<file path="src/rtl/ps2_pkg.sv">
// ps2_pkg: shared PS/2 host/device types and command constants
// Used by both the host transmitter and the scan-code receive path.
package ps2_pkg;
    typedef enum logic [2:0] {
        IDLE,
        INHIBIT,
        START,
        DATA,
        PARITY,
        STOP,
        ACK,
        WAIT_IDLE
    } ps2_state_t;
    localparam logic [7:0] PS2_CMD_SET_LEDS = 8'hED;
    localparam logic [7:0] PS2_CMD_ENABLE   = 8'hF4;
    localparam logic [7:0] PS2_CMD_RESET    = 8'hFF;
    localparam logic [7:0] PS2_ACK          = 8'hFA;
endpackage

</file>
<file path="src/rtl/ps2_line_sync.sv">
// ps2_line_sync: 2-FF synchronizer for the PS/2 clock/data lines plus clock falling-edge pulse
// Registers reset to 1 so an idle (pulled-up) bus never produces a spurious fall.
module ps2_line_sync (
    input  logic clk,
    input  logic reset,
    input  logic ps2_clk_in,
    input  logic ps2_data_in,
    output logic sync_clk,
    output logic sync_data,
    output logic fall
);
    logic [1:0] clk_ff;
    logic [1:0] data_ff;
    logic       clk_prev;
    always_ff @(posedge clk or posedge reset) begin
        if (reset) begin
            clk_ff   <= '1;
            data_ff  <= '1;
            clk_prev <= 1'b1;
        end else begin
            clk_ff   <= {clk_ff[0], ps2_clk_in};
            data_ff  <= {data_ff[0], ps2_data_in};
            clk_prev <= clk_ff[1];
        end
    end
    assign sync_clk  = clk_ff[1];
    assign sync_data = data_ff[1];
    assign fall      = clk_prev & ~clk_ff[1];
endmodule

</file>
<file path="src/rtl/ps2_host_tx.sv">
// ps2_host_tx: host-to-device PS/2 command transmitter
// Inhibits the bus, issues a start bit, shifts data/parity/stop on device clock falls and checks the ACK.
module ps2_host_tx
    import ps2_pkg::*;
#(
    parameter int INHIBIT_CYCLES = 5000,
    parameter int TIMEOUT_CYCLES = 1_000_000
) (
    input  logic       clk,
    input  logic       reset,
    input  logic [7:0] tx_data,
    input  logic       tx_valid,
    output logic       tx_ready,
    output logic       busy,
    input  logic       ps2_clk_in,
    input  logic       ps2_data_in,
    output logic       ps2_clk_oe,
    output logic       ps2_data_oe,
    output logic       tx_done,
    output logic       tx_err
);
    localparam int IW = $clog2(INHIBIT_CYCLES + 1);
    localparam int TW = $clog2(TIMEOUT_CYCLES + 1);
    ps2_state_t state, state_nxt;
    logic [7:0]    shreg;
    logic          par;
    logic [2:0]    bitcnt;
    logic [IW-1:0] icnt;
    logic [TW-1:0] tcnt;
    logic          ack_ok;
    logic          sync_clk, sync_data, fall;
    logic          inh_last, active, timeout, line_idle;
    ps2_line_sync u_sync (
        .clk         (clk),
        .reset       (reset),
        .ps2_clk_in  (ps2_clk_in),
        .ps2_data_in (ps2_data_in),
        .sync_clk    (sync_clk),
        .sync_data   (sync_data),
        .fall        (fall)
    );
    assign inh_last  = icnt == IW'(INHIBIT_CYCLES - 1);
    assign active    = state inside {START, DATA, PARITY, STOP, ACK, WAIT_IDLE};
    // A fall in the same cycle restarts the budget, so it beats the timeout.
    assign timeout   = active && !fall && tcnt == TW'(TIMEOUT_CYCLES - 1);
    assign line_idle = sync_clk && sync_data;
    assign tx_ready  = state == IDLE;
    assign busy      = state != IDLE;
    always_comb begin
        state_nxt   = state;
        ps2_clk_oe  = 1'b0;
        ps2_data_oe = 1'b0;
        case (state)
            IDLE:      state_nxt = tx_valid ? INHIBIT : IDLE;
            INHIBIT: begin
                ps2_clk_oe  = 1'b1;
                ps2_data_oe = inh_last;
                state_nxt   = inh_last ? START : INHIBIT;
            end
            START: begin
                ps2_data_oe = 1'b1;
                state_nxt   = fall ? DATA : START;
            end
            DATA: begin
                ps2_data_oe = ~shreg[0];
                state_nxt   = (fall && bitcnt == 3'd7) ? PARITY : DATA;
            end
            PARITY: begin
                ps2_data_oe = ~par;
                state_nxt   = fall ? STOP : PARITY;
            end
            STOP:      state_nxt = fall ? ACK : STOP;
            ACK:       state_nxt = WAIT_IDLE;
            WAIT_IDLE: state_nxt = line_idle ? IDLE : WAIT_IDLE;
            default:   state_nxt = IDLE;
        endcase
        if (timeout) state_nxt = IDLE;
    end
    always_ff @(posedge clk or posedge reset) begin
        if (reset) begin
            state   <= IDLE;
            shreg   <= '0;
            par     <= 1'b0;
            bitcnt  <= '0;
            icnt    <= '0;
            tcnt    <= '0;
            ack_ok  <= 1'b0;
            tx_done <= 1'b0;
            tx_err  <= 1'b0;
        end else begin
            state   <= state_nxt;
            tx_done <= state == WAIT_IDLE && line_idle && ack_ok && !timeout;
            tx_err  <= timeout || (state == WAIT_IDLE && line_idle && !ack_ok);
            if (state == IDLE && tx_valid) begin
                shreg <= tx_data;
                par   <= ~^tx_data;
            end
            icnt <= state != INHIBIT ? '0 : (icnt == IW'(INHIBIT_CYCLES)) ? icnt : icnt + 1'b1;
            // Held clear through INHIBIT so the budget starts fresh on START entry.
            tcnt <= (state == INHIBIT || fall) ? '0 : (tcnt == TW'(TIMEOUT_CYCLES)) ? tcnt : tcnt + 1'b1;
            if (state == START) bitcnt <= '0;
            if (state == DATA && fall) begin
                bitcnt <= bitcnt + 3'd1;
                shreg  <= shreg >> 1;
            end
            // The 11th fall: device must be holding data low to acknowledge.
            if (state == STOP && fall) ack_ok <= ~sync_data;
        end
    end
endmodule

</file>
<file path="config.mk">
export PLATFORM = sky130hd
export DESIGN_NAME = ps2_host_tx
export DESIGN_NICKNAME = d
export VERILOG_FILES = /design/src/rtl/ps2_pkg.sv /design/src/rtl/ps2_line_sync.sv /design/src/rtl/ps2_host_tx.sv
export SDC_FILE = /design/constraint.sdc
export NUM_CORES = 1
export LEC_CHECK = 0
export CAP_MARGIN = 25
export CORE_MARGIN = 10
export CORE_UTILIZATION = 39
export CTS_CLUSTER_DIAMETER = 120
export CTS_CLUSTER_SIZE = 24
export DETAILED_ROUTE_END_ITERATION = 16
export REMOVE_ABC_BUFFERS = 1
export SETUP_SLACK_MARGIN = 0.15
export SLEW_MARGIN = 20
export SYNTH_ARGS = -nofsm -noshare
export SYNTH_HDL_FRONTEND = slang
export SYNTH_SLANG_ARGS = --single-unit
</file>
<file path="constraint.sdc">
create_clock -name clk -period 2.97 [get_ports clk]
set_input_delay 0.594 -clock clk [delete_from_list [all_inputs] [get_ports clk]]
set_output_delay 0.594 -clock clk [all_outputs]
set_load 0.05 [all_outputs]
</file>
==> summary.txt <==
Clocking
  – Worst-path clk slew: 0.09 ns
  – Root Buffer: clkbuf_8
  – Buffer levels on the longest clock path: 2
  – Inserted Clock Buffers: 5
  – Worst-skew pair later-pin latency: 0.31 ns
  – CTS sink count: 56
  – Hold buffers post-CTS: 0
  – CTS tree: done
  – Htree depth: 2

Power
  – Clock network fraction of total power: 0.348
  – Sw Pwr: 261.9 uW
  – Pwr Total: 1265 uW
  – Cell Int Power: 1003 uW
  – VDD IR max: 209.7 uV
  – Static leakage: 0.001327 uW
  – Combinational share of power: 0.043
  – Sw Share: 0.2071
  – Part of the power in registers: 0.609
  – Cell Pwr Density: 395.3 nW/um^2

Die
  – Row Count: 30
  – Die height: 104.3 um
  – Top Ports: 19
  – Total die area: 10,880 sq um
  – Initial core utilization: 0.4036
  – Die Width: 104.3 um
  – Core region area: 6869 sq um

Layout
  – Share of layout cells above drive strength 1: 0.09385
  – Most frequent cells in the layout: 51 x dfrtp_1, 35 x nor2_1, 31 x nand2_1
  – Final Instance Area: 3199 sq um
  – Fillcell total: 665
  – Commonest non-fill, non-tap cell in the layout: dfrtp_1
  – Nets: 328
  – Area taken by multi-input logic gates: 1300 sq um
  – P&R area growth vs syn: 15.39%
  – Ant. Diodes: 0
  – Storage element area: 1408 sq um
  – Finished Core Util: 0.4658

Routing
  – Total number of vias: 2,055
  – Routed len/inst: 13.19 um
  – Final ANT Viol Nets: 0
  – Drt total wl: 5.342 mm
  – Via/cell ratio: 5.074
  – # DRC: 0
  – DR iter-0 viols: 96
  – DRT Pass-1 Iters: 4

Placement
  – Detailed Place HPWL: 3.755 mm
  – Port Buffers: 18
  – GP Congestion: 0.8294
  – Post-DP Area: 3075 sq um

STA
  – Slew margin rel.: 0.5320
  – Setup TNS Final: 0 ns
  – Worst-Margin Slew: 0.7020 ns
  – # setup viols final: 0
  – Final hold vios: 0
  – Fmax: 0.3785 GHz
  – RSZ-0062 raised after global routing: no
  – Worst hold margin: 0.3599 ns
  – Final worst-path cycle share: 0.8895
  – Slew Viols, Final: 0
  – Clock Skew: 0.008790 ns
  – Minimum clock period: 2.642 ns

Worst hold path
  – Min-delay worst type: flop to flop

Run status
  – Status: finished clean

Global routing
  – Number of global-route vias before repair: 2,010
  – GR Overflow Total: 0
  – Tot GR Track Use: 0.1030
  – First-pass GRT wire length: 9.501 mm
  – Largest net degree at the start of global routing: 57
  – Antenna violations before repair: 0

Setup path
  – Reg2reg setup slack: 0.58 ns
  – CP Launch Type: flop
  – CP Capture Point: ps2_data_oe
  – Kind of critical path: flop to primary output
  – CP arrival: 2.05 ns
  – Critical Path End Type: primary output
  – CP required: 2.38 ns
  – Max FO, Critical Path: 4
  – R2R Path Start: tcnt[8]
  – Reg2reg end: tx_done
  – R2r worst-path depth: 4
  – Critical path origin: icnt[4]

Yosys
  – Synth async-reset ratio: 1.000
  – Area leader, netlist: dfrtp_1
  – Synth top area cells: dfrtp_1 46%, xnor2_1 6.3%, dfstp_2 4.7%, nor2_1 4.7%, nand2_1 4.2%
  – Mapped Cells: 289
  – Yosys top cell area share: 0.4603
  – Yosys warnings: 0
  – Post-Syn Area per Cell: 9.594 sq um
  – Post-Syn Area: 2773 sq um
  – Sequential area share after synthesis: 0.5077
  – Ys flop type: dfrtp_1
  – Distinct cell type count after synthesis: 40
  – Register bit total from synthesis: 56
  – EDFF count, synth: 0

Run
  – Max cap viols: 0
## layer usage
| layer | GRT usage | part of all wire | vias up |
|---|---|---|---|
| met5 | 0 | 0 | - |
| met4 | 0.04175 | 0.015 | 0 |
| met3 | 0.02974 | 0.025 | 4 |
| met2 | 0.1576 | 0.46 | 24 |
| met1 | 0.1326 | 0.49 | 992 |
| li1 | - | - | 1035 |
## kinds of logic (layout without fill, tap and decap cells)
| group | count (synthesis) | after routing | synth area share |
|---|---|---|---|
| and+or+nand+nor | 126 | 126 | 0.2270 |
| DFF | 56 | 56 | 0.5077 |
| AOI/OAI and AO/OA | 44 | 44 | 0.09973 |
| xor gates and xnor gates | 30 | 30 | 0.09476 |
| buffers and inverters | 24 | 44 | 0.03249 |
| adders and majority gates | 6 | 6 | 0.02708 |
| muxes | 3 | 3 | 0.01128 |
## per-stage QoR
stage / cells / worst slack (ns)
5_1_grt: 405 / 0.1830
2_1_floorplan: 281 / 0.07099
3_3_place_gp: 398 / 0.2961
6_report: 405 / 0.3282
4_1_cts: 405 / 0.1821
3_5_place_dp: 398 / 0.2570
## power by group through the flow
stage          registers (uW)  logic [uW]  clock network (uW)
3_5_place_dp              785        56.6                   0
5_1_grt                   770        61.7                 486
3_3_place_gp              785        56.2                   0
2_1_floorplan             784        29.4                   0
6_report                  770        54.9                 440
4_1_cts                   770        57.0                 462
## critical path, cell delays in order, from the launching register on
cell,delay (ns)
dfrtp_1,0.42
or4b_4,0.57
nor4_4,0.27
a31oi_1,0.14
o22ai_2,0.17
buf_12,0.16
## timing repair
item / CTS / global route
gates resized for setup: 3 / 2
buffers inserted: 0 / 0
pin swaps: 0 / 2
gates cloned: 0 / 0
setup endpoints to repair: 1 / 2
## worst min-delay path by stage
stage	endpoint	cells after the start	startpoint	slack, ns
after floorplan	u_sync.clk_ff[1]	0	u_sync.clk_ff[0]	0.35
after global placement	u_sync.clk_ff[1]	0	u_sync.clk_ff[0]	0.35
after detailed placement	u_sync.data_ff[1]	0	u_sync.data_ff[0]	0.35
after CTS	u_sync.data_ff[1]	0	u_sync.data_ff[0]	0.36
after global routing	u_sync.data_ff[1]	0	u_sync.data_ff[0]	0.37
final	u_sync.data_ff[1]	0	u_sync.data_ff[0]	0.36
## final cells by class
type | count | area share
timing repair buffer | 21 | 0.06727
tap | 96 | 0.03754
inverter | 16 | 0.01877
clock buffer | 7 | 0.03011
multi-input combinational | 209 | 0.4063
sequential | 56 | 0.4400
## registers in the layout, indices dropped and copies added (netlist names)
| name | count |
|---|---|
| state | 3 |
| u_sync.clk_prev | 1 |
| tx_err | 1 |
| shreg | 8 |
| tx_done | 1 |
| u_sync.data_ff | 2 |
| par | 1 |
| ack_ok | 1 |
| bitcnt | 3 |
| u_sync.clk_ff | 2 |
| icnt | 13 |
| tcnt | 20 |
## cell usage after synthesis, types with 3 or more instances
library cell,number
a22oi_1,7
or2_2,3
nand2_1,31
nand3_1,14
nand4_1,7
dfrtp_1,51
xor2_1,10
xnor2_1,20
nor3_1,6
and3_1,3
clkbuf_1,8
nand2b_1,4
a22o_1,4
or3_1,7
nor2_1,35
nor4_1,5
inv_1,16
dfstp_2,5
ha_1,6
a21oi_1,12
o21ai_0,11
(Power assumes the default switching activity.)
